**config.mk**
```make
export PLATFORM = sky130hd
export DESIGN_NAME = sm3_msg_expand_flat
export DESIGN_NICKNAME = d
export VERILOG_FILES = /design/src/rtl/sm3_msg_expand_if.sv /design/src/rtl/sm3_msg_expand.sv /design/src/flat_wrapper.sv
export SDC_FILE = /design/constraint.sdc
export NUM_CORES = 1
export LEC_CHECK = 0
export ABC_AREA = 1
export BUFFER_PORTS_ARGS = -buffer_cell sky130_fd_sc_hd__buf_2
export CAP_MARGIN = 20
export CORE_ASPECT_RATIO = 1.4
export CORE_MARGIN = 3
export CORE_UTILIZATION = 53
export DETAILED_ROUTE_END_ITERATION = 10
export PLACE_DENSITY = 0.78
export REMOVE_ABC_BUFFERS = 1
export SLEW_MARGIN = 20
export SYNTH_ARGS = -nofsm -noshare
export SYNTH_HDL_FRONTEND = slang
export SYNTH_SLANG_ARGS = --single-unit
export TNS_END_PERCENT = 10
```
**constraint.sdc**
```tcl
create_clock -name clk_i -period 4.8 [get_ports clk_i]
set_clock_uncertainty 0.1 [all_clocks]
set_input_delay 0.72 -clock clk_i [delete_from_list [all_inputs] [get_ports clk_i]]
set_output_delay 0.72 -clock clk_i [all_outputs]
set_load 0.005 [all_outputs]
```
**src/rtl/sm3_msg_expand_if.sv**
```systemverilog
// sm3_msg_expand_if
// Handshake bundle between the SM3 padding unit, the message-expansion
// stage and the compression round.
//   blk_valid_i / blk_ready_o / blk_i : upstream 512-bit block handshake
//   w_valid_o / w_ready_i             : downstream per-round handshake
//   w_o, wp_o                         : W_j and W'_j = W_j ^ W_{j+4}
//   round_o, last_o                   : current round index, high at round 63
//   busy_o                            : a block is being expanded
// The slave modport is the expansion stage; the master modport is its
// surroundings (padding unit upstream plus compression round downstream).
interface sm3_msg_expand_if;
    logic         blk_valid_i;
    logic         blk_ready_o;
    logic [511:0] blk_i;
    logic         w_valid_o;
    logic         w_ready_i;
    logic [31:0]  w_o;
    logic [31:0]  wp_o;
    logic [5:0]   round_o;
    logic         last_o;
    logic         busy_o;

    modport slave (
        input  blk_valid_i, blk_i, w_ready_i,
        output blk_ready_o, w_valid_o, w_o, wp_o, round_o, last_o, busy_o
    );

    modport master (
        output blk_valid_i, blk_i, w_ready_i,
        input  blk_ready_o, w_valid_o, w_o, wp_o, round_o, last_o, busy_o
    );
endinterface

```
**src/rtl/sm3_msg_expand.sv**
```systemverilog
// sm3_msg_expand
// SM3 message expansion. Accepts one padded 512-bit block and streams the
// 64 word pairs (W_j, W'_j) to the compression round, one round per
// downstream handshake. A 16-word sliding window holds W_j..W_{j+15}; each
// handshake shifts it by one and appends the next expanded word.
// Ports:
//   clk_i   clock
//   rst_ni  asynchronous active-low reset
//   bus     sm3_msg_expand_if.slave (block input, word output, status)
module sm3_msg_expand (
    input  logic            clk_i,
    input  logic            rst_ni,
    sm3_msg_expand_if.slave bus
);
    typedef enum logic {IDLE, RUN} state_t;

    state_t      state;
    logic [31:0] win [16];
    logic [5:0]  round;
    logic [31:0] next_word;
    logic        blk_ready_r;
    logic        w_valid_r;
    logic        busy_r;
    logic        last_r;

    function automatic logic [31:0] rotl7(input logic [31:0] x);
        return {x[24:0], x[31:25]};
    endfunction

    function automatic logic [31:0] rotl15(input logic [31:0] x);
        return {x[16:0], x[31:17]};
    endfunction

    function automatic logic [31:0] rotl23(input logic [31:0] x);
        return {x[8:0], x[31:9]};
    endfunction

    function automatic logic [31:0] p1(input logic [31:0] x);
        return x ^ rotl15(x) ^ rotl23(x);
    endfunction

    // With win[k] = W_{j+k}, the word appended on this handshake is W_{j+16},
    // built from W_j, W_{j+7}, W_{j+13}, W_{j+3} and W_{j+10}.
    always_comb begin
        next_word = p1(win[0] ^ win[7] ^ rotl15(win[13])) ^ rotl7(win[3]) ^ win[10];
    end

    // Control FSM, window and round counter. Status outputs are flops so
    // nothing on the interface depends combinationally on the handshakes.
    always_ff @(posedge clk_i or negedge rst_ni) begin
        if (!rst_ni) begin
            state       <= IDLE;
            round       <= '0;
            blk_ready_r <= 1'b1;
            w_valid_r   <= 1'b0;
            busy_r      <= 1'b0;
            last_r      <= 1'b0;
            for (int k = 0; k < 16; k++) begin
                win[k] <= '0;
            end
        end else begin
            case (state)
                IDLE: begin
                    if (bus.blk_valid_i) begin
                        for (int k = 0; k < 16; k++) begin
                            win[k] <= bus.blk_i[511 - 32*k -: 32];
                        end
                        round       <= '0;
                        state       <= RUN;
                        blk_ready_r <= 1'b0;
                        w_valid_r   <= 1'b1;
                        busy_r      <= 1'b1;
                        last_r      <= 1'b0;
                    end
                end
                RUN: begin
                    if (bus.w_ready_i) begin
                        for (int k = 0; k < 15; k++) begin
                            win[k] <= win[k+1];
                        end
                        win[15] <= next_word;
                        // Wraps 63 -> 0, so the counter is already cleared for
                        // the next block when leaving RUN.
                        round   <= round + 6'd1;
                        if (round == 6'd63) begin
                            state       <= IDLE;
                            blk_ready_r <= 1'b1;
                            w_valid_r   <= 1'b0;
                            busy_r      <= 1'b0;
                            last_r      <= 1'b0;
                        end else begin
                            last_r <= (round == 6'd62);
                        end
                    end
                end
                default: state <= IDLE;
            endcase
        end
    end

    assign bus.blk_ready_o = blk_ready_r;
    assign bus.w_valid_o   = w_valid_r;
    assign bus.busy_o      = busy_r;
    assign bus.last_o      = last_r;
    assign bus.round_o     = round;
    assign bus.w_o         = win[0];
    // W'_j = W_j ^ W_{j+4}; the window always holds W_{j+4} in slot 4.
    assign bus.wp_o        = win[0] ^ win[4];
endmodule

```
**src/flat_wrapper.sv**
```systemverilog
// flat-port wrapper written by rule: the top's interface ports become plain ports
module sm3_msg_expand_flat 
  (clk_i, rst_ni, bus_blk_valid_i, bus_blk_i, bus_w_ready_i, bus_blk_ready_o, bus_w_valid_o, bus_w_o, bus_wp_o, bus_round_o, bus_last_o, bus_busy_o);
  sm3_msg_expand_if bus_i ();
  input  logic clk_i;
  input  logic rst_ni;
  input wire logic [$bits(bus_i.blk_valid_i)-1:0] bus_blk_valid_i;
  input wire logic [$bits(bus_i.blk_i)-1:0] bus_blk_i;
  input wire logic [$bits(bus_i.w_ready_i)-1:0] bus_w_ready_i;
  output wire logic [$bits(bus_i.blk_ready_o)-1:0] bus_blk_ready_o;
  output wire logic [$bits(bus_i.w_valid_o)-1:0] bus_w_valid_o;
  output wire logic [$bits(bus_i.w_o)-1:0] bus_w_o;
  output wire logic [$bits(bus_i.wp_o)-1:0] bus_wp_o;
  output wire logic [$bits(bus_i.round_o)-1:0] bus_round_o;
  output wire logic [$bits(bus_i.last_o)-1:0] bus_last_o;
  output wire logic [$bits(bus_i.busy_o)-1:0] bus_busy_o;
  assign bus_i.blk_valid_i = bus_blk_valid_i;
  assign bus_i.blk_i = bus_blk_i;
  assign bus_i.w_ready_i = bus_w_ready_i;
  assign bus_blk_ready_o = bus_i.blk_ready_o;
  assign bus_w_valid_o = bus_i.w_valid_o;
  assign bus_w_o = bus_i.w_o;
  assign bus_wp_o = bus_i.wp_o;
  assign bus_round_o = bus_i.round_o;
  assign bus_last_o = bus_i.last_o;
  assign bus_busy_o = bus_i.busy_o;
  sm3_msg_expand u_core (.clk_i(clk_i), .rst_ni(rst_ni), .bus(bus_i));
endmodule
```
-- Word-level counts from Yosys, hierarchy flattened
Index checks and enable logic that the tools add are counted.
- register bits after elaboration: 522
- input bits: 516
- word-level logic and storage cells: 58
- output and inout port bits: 74
- add/sub/neg operators: 1
- equality and inequality tests: 5
- reductions and logical operators: 2
- bitwise gates (word level): 8
- muxes and demuxes: 21
- operators with widths (kind ; number):
    $mux W512 ; 2
    $pmux W512 S2 ; 1
    $xor A32 B32 Y32 ; 7
    $eq A6 B6 Y1 const B ; 2
    $mux W6 ; 2
    $pmux W6 S2 ; 1
    $mux W1 ; 11
    $pmux W1 S2 ; 4
    $add A6 B1 Y6 const B ; 1
    $ne A2 B2 Y1 const B ; 3
    $reduce_and A3 Y1 ; 1
    $reduce_and A2 Y1 ; 1
    $not A1 Y1 ; 1

-- Depth between registers and ports, before layout
- depth after elaboration: 8
- mapped depth: 13

-- Worst setup path before layout
No wires, ideal clock.
- path kind: in2reg
- start point: input port bus_blk_valid_i
- end point: register u_core.win[37] (netlist bit)
- arrival time: 1.596 ns
- stages on the path: 9
- path slack: 2.974 ns
- setup time: 0.130 ns
- data required time: 4.570 ns
- cell sequence: inv_1 nor2_4 nor2_4 inv_4 buf_6 buf_6 buf_6 o211ai_1 o21ai_1
- word-level cells in the longest chain between the ends: 2
- RTL lines (item ; RTL line ; source):
    start, declared ; flat_wrapper.sv:7 ; input wire logic [$bits(bus_i.blk_valid_i)-1:0] bus_blk_valid_i;
    $ne A2 B2 Y1 (no line) ; -- ;
    $reduce_and A2 Y1 (no line) ; -- ;
    end signal, assigned by index ; sm3_msg_expand.sv:66 ; win[k] <= bus.blk_i[511 - 32*k -: 32];
    end signal, assigned by index ; sm3_msg_expand.sv:79 ; win[k] <= win[k+1];
    end, declared ; sm3_msg_expand.sv:18 ; logic [31:0] win [16];
No other way between the ends.
A chain may end at the register's enable or synchronous reset.

-- Worst setup path in the final report
- start point: register u_core.state
- end point: register u_core.win[243] (netlist bit)
- word-level cells in the longest chain between the ends: 3
- RTL lines (item ; RTL line ; source):
    start, declared ; sm3_msg_expand.sv:17 ; state_t state;
    start signal, assigned ; sm3_msg_expand.sv:52 ; state <= IDLE;
    start signal, assigned ; sm3_msg_expand.sv:69 ; state <= RUN;
    start signal, assigned ; sm3_msg_expand.sv:86 ; state <= IDLE;
    $not A1 Y1 ; sm3_msg_expand.sv:62 ; case (state)
    $ne A2 B2 Y1 (no line) ; -- ;
    $reduce_and A2 Y1 (no line) ; -- ;
Parallel ways exist; a longest one is shown, timed or not.

==> results.json <==
{
  "outcome": "complete, no violations",
  "grt_max_degree": 258,
  "core_area_um2": 52300,
  "tritoncts": "built",
  "r2r_end": "u_core.win[243]$_DFFE_PN0P_",
  "grt_pass1_vias": 24800,
  "worstHoldPathType": "input pin to async pin",
  "rows": 99,
  "path_max_fanout": 257,
  "layout.nets": 4543,
  "ioPinCount": 590,
  "ctsResizeCount": 0,
  "powerDensity_nw_per_um2": 492,
  "dieHeight_um": 279,
  "r2r-start": "u_core.state$_DFF_PN0_",
  "stdcell_count": 4812,
  "post_drt_wl_per_cell_um": 17.8,
  "drive_above_1_share_pct": 18.9,
  "tns_ns": 0,
  "hold_viol": 0,
  "nFillCells": 4644,
  "switching_power_mw": 6.06,
  "syn_inst": 3616,
  "startpoint": "u_core.state$_DFF_PN0_",
  "cp_num_buf_inv": 3,
  "synth-seq-area-share_pct": 46.4,
  "cts_hold_buf": 0,
  "slew_viol_final": 0,
  "critical_path_arrival_ns": 3.33,
  "antenna_found_initial": 45,
  "remaining_drc_errors": 0,
  "p_sw_share_pct": 37.3,
  "worst_pin_slew_ns": 1.22,
  "p_comb_share_pct": 35.3,
  "final_core_util_pct": 63.2,
  "clock-sinks": 522,
  "place_congestion": 0.882,
  "cts-root-buf": "clkbuf_16",
  "syn_area_um2": 28200,
  "numCtsBuffers": 51,
  "cp_slowest_stage_delay_ns": 1.04,
  "drv_cap": 0,
  "regArea_um2": 13100,
  "cts_max_level": 2,
  "setup_viol": 0,
  "leakage_nw": 18.5,
  "clock_power_share_pct": 26.7,
  "p_seq_share_pct": 38.1,
  "cp.required_ns": 5.20,
  "r2r_setup_slack_ns": 1.86,
  "yosys_warnings": 0,
  "crit_family": "buffers and inverters",
  "dp_hpwl_um": 61400,
  "wl_um": 85600,
  "max_freq_ghz": 0.341,
  "area_growth_pct": 17.4,
  "ir_drop_v": 0.000329,
  "post-route-period-util_pct": 61.2,
  "grt_use_total_pct": 29.6,
  "reg2regPathDepth": 7,
  "ys_ff_latch": 522,
  "drt_iter0_drc": 1878,
  "crit_type": "flip-flop to flip-flop",
  "crit_path_start_kind": "flip-flop",
  "dieArea_um2": 56000,
  "die_w_um": 201,
  "post-route-min-period_ns": 2.94,
  "antenna_left": 0,
  "rsz0062_at_grt": "false",
  "insertion_delay_ns": 0.59,
  "dr.pass1.iters": 6,
  "crit_chain": "nand2_4 -> inv_2 -> nor2_4 -> inv_16 -> buf_12 -> o211ai_1 -> o21ai_0",
  "synth_cell_types": 26,
  "avgSynthCellArea_um2": 7.79,
  "dp.cells": 4679,
  "cts_buffer_depth": 3,
  "grt_pass1_wl_um": 132000,
  "multi_input_area_um2": 11600,
  "internal_power_mw": 10.2,
  "vias_per_cell": 5.40,
  "cpMaxStageDelayCell": "dfrtp_4",
  "crit_cells": 7,
  "start_util_pct": 53.9,
  "relSlewSlack_pct": 18.8,
  "post_cts_buffers": 0,
  "vias": 26000,
  "gr-total-overflow": 0,
  "endpoint_kind": "flip-flop",
  "clk_pin_slew_ns": 0.07,
  "setup.worst_path.end": "u_core.win[243]$_DFFE_PN0P_",
  "port_buffers": 589
}
[cells in the mapped netlist]
cell / instances / area [µm²]
ha_1: 2 / 25.0
nor2_1: 68 / 255
buf_1: 37 / 139
nand2_1: 985 / 3700
buf_6: 9 / 101
buf_4: 35 / 263
xor2_1: 32 / 280
o41ai_1: 1 / 8.76
inv_1: 576 / 2160
dfstp_2: 1 / 26.3
o211ai_2: 61 / 763
clkbuf_1: 103 / 387
inv_4: 1 / 6.26
o21ai_1: 71 / 355
o21ai_0: 417 / 2090
nor2_4: 2 / 22.5
nand3_1: 191 / 956
o22ai_1: 2 / 12.5
o211ai_1: 419 / 3150
dfrtp_1: 521 / 13000
inv_2: 1 / 3.75
buf_2: 77 / 385
o21a_1: 1 / 7.51
nand3b_1: 1 / 7.51
xnor2_1: 1 / 8.76
nand2_4: 1 / 11.3
[cells in the final DEF (no fill, tap or decap), types with 2 or more instances in the layout]
cell	n
buf_2	588
buf_4	12
o22ai_1	2
nand2_1	985
ha_1	2
o211ai_2	61
dfrtp_1	520
xor2_1	32
inv_1	576
clkbuf_1	11
o21ai_0	417
o211ai_1	419
clkinv_2	6
nor2_1	68
nor2_4	2
clkbuf_16	53
bufinv_16	5
buf_12	16
clkinvlp_4	2
o21ai_1	71
clkbuf_8	17
nand3_1	191
diode_2	38
[worst register-to-register path, stage by stage, from the launching register on]
cell and delay (ns):
dfrtp_4 1.04, nand2_4 0.12, inv_2 0.12, nor2_4 0.07, inv_16 0.57, buf_12 0.44
o211ai_1 0.25, o21ai_0 0.15
[through the flow]
step | power (mW) | area, µm² | hold WS [ns] | setup slack, ns
final | 16.2 | 33100 | 0.0363 | 1.86
after global routing | 17.4 | 33000 | 0.0835 | 1.64
after CTS | 16.3 | 33000 | 0.0660 | 1.90
after detailed placement | 11.9 | 31100 | 0.366 | 1.91
after global placement | 11.7 | 31100 | 0.361 | 1.98
after floorplan | 10.1 | 26900 | 0.324 | -17.06
[registers in the layout, summed over array words and instances (netlist names)]
register	cells
u_core.bus.round_o	6
u_core.bus.last_o	1
u_core.bus.w_o	32
u_core.win	480
u_core.state	1
u_core.bus.blk_ready_o	1
u_core.bus.w_valid_o	1
[how the worst min path moves through the flow]
stage,start,end,cells after the start
after floorplan,rst_ni,u_core.bus.last_o$_DFFE_PN0P_,0
after global placement,u_core.bus.last_o$_DFFE_PN0P_,u_core.bus.last_o$_DFFE_PN0P_,2
after detailed placement,u_core.win[23]$_DFFE_PN0P_,u_core.win[23]$_DFFE_PN0P_,2
after CTS,rst_ni,u_core.win[441]$_DFFE_PN0P_,1
after global routing,rst_ni,u_core.win[441]$_DFFE_PN0P_,1
final,rst_ni,u_core.win[441]$_DFFE_PN0P_,1
[power groups by stage]
stage                     combinational, mW  clock (mW)  sequential, mW
final                                  5.73        4.34            6.18
after global routing                   6.54        4.56            6.30
after CTS                              5.74        4.40            6.17
after detailed placement               5.67           0            6.23
after global placement                 5.52           0            6.20
after floorplan                        4.00           0            6.10
[logic make-up (layout without fill, tap and decap cells)]
logic type | Yosys count | after routing | synth area share, %
flip-flops | 522 | 522 | 46.4
AND/OR/NAND/NOR | 1248 | 1248 | 17.6
buffers and inverters | 839 | 1290 | 12.2
AO/OA/AOI/OAI | 972 | 972 | 22.7
XOR/XNOR | 33 | 33 | 1.03
other | 0 | 38 | 0
adder cells (fa/ha/maj) | 2 | 2 | 0.0889
[layout make-up]
class,instances,area share [%]
sequential,522,39.5
multi-input combinational,2255,35.2
clock buffer,81,4.85
clock inverter,14,0.617
inverter,578,6.61
antenna,38,0.288
tap,707,2.68
timing repair buffer,617,10.2
[metal layers]
metal	part of all wire, %	GRT usage, %
met2	49	49.6
met5	0.14	0
met1	39	35.8
met3	6.6	6.02
met4	5.3	16.4
(Power assumes the default switching activity.)
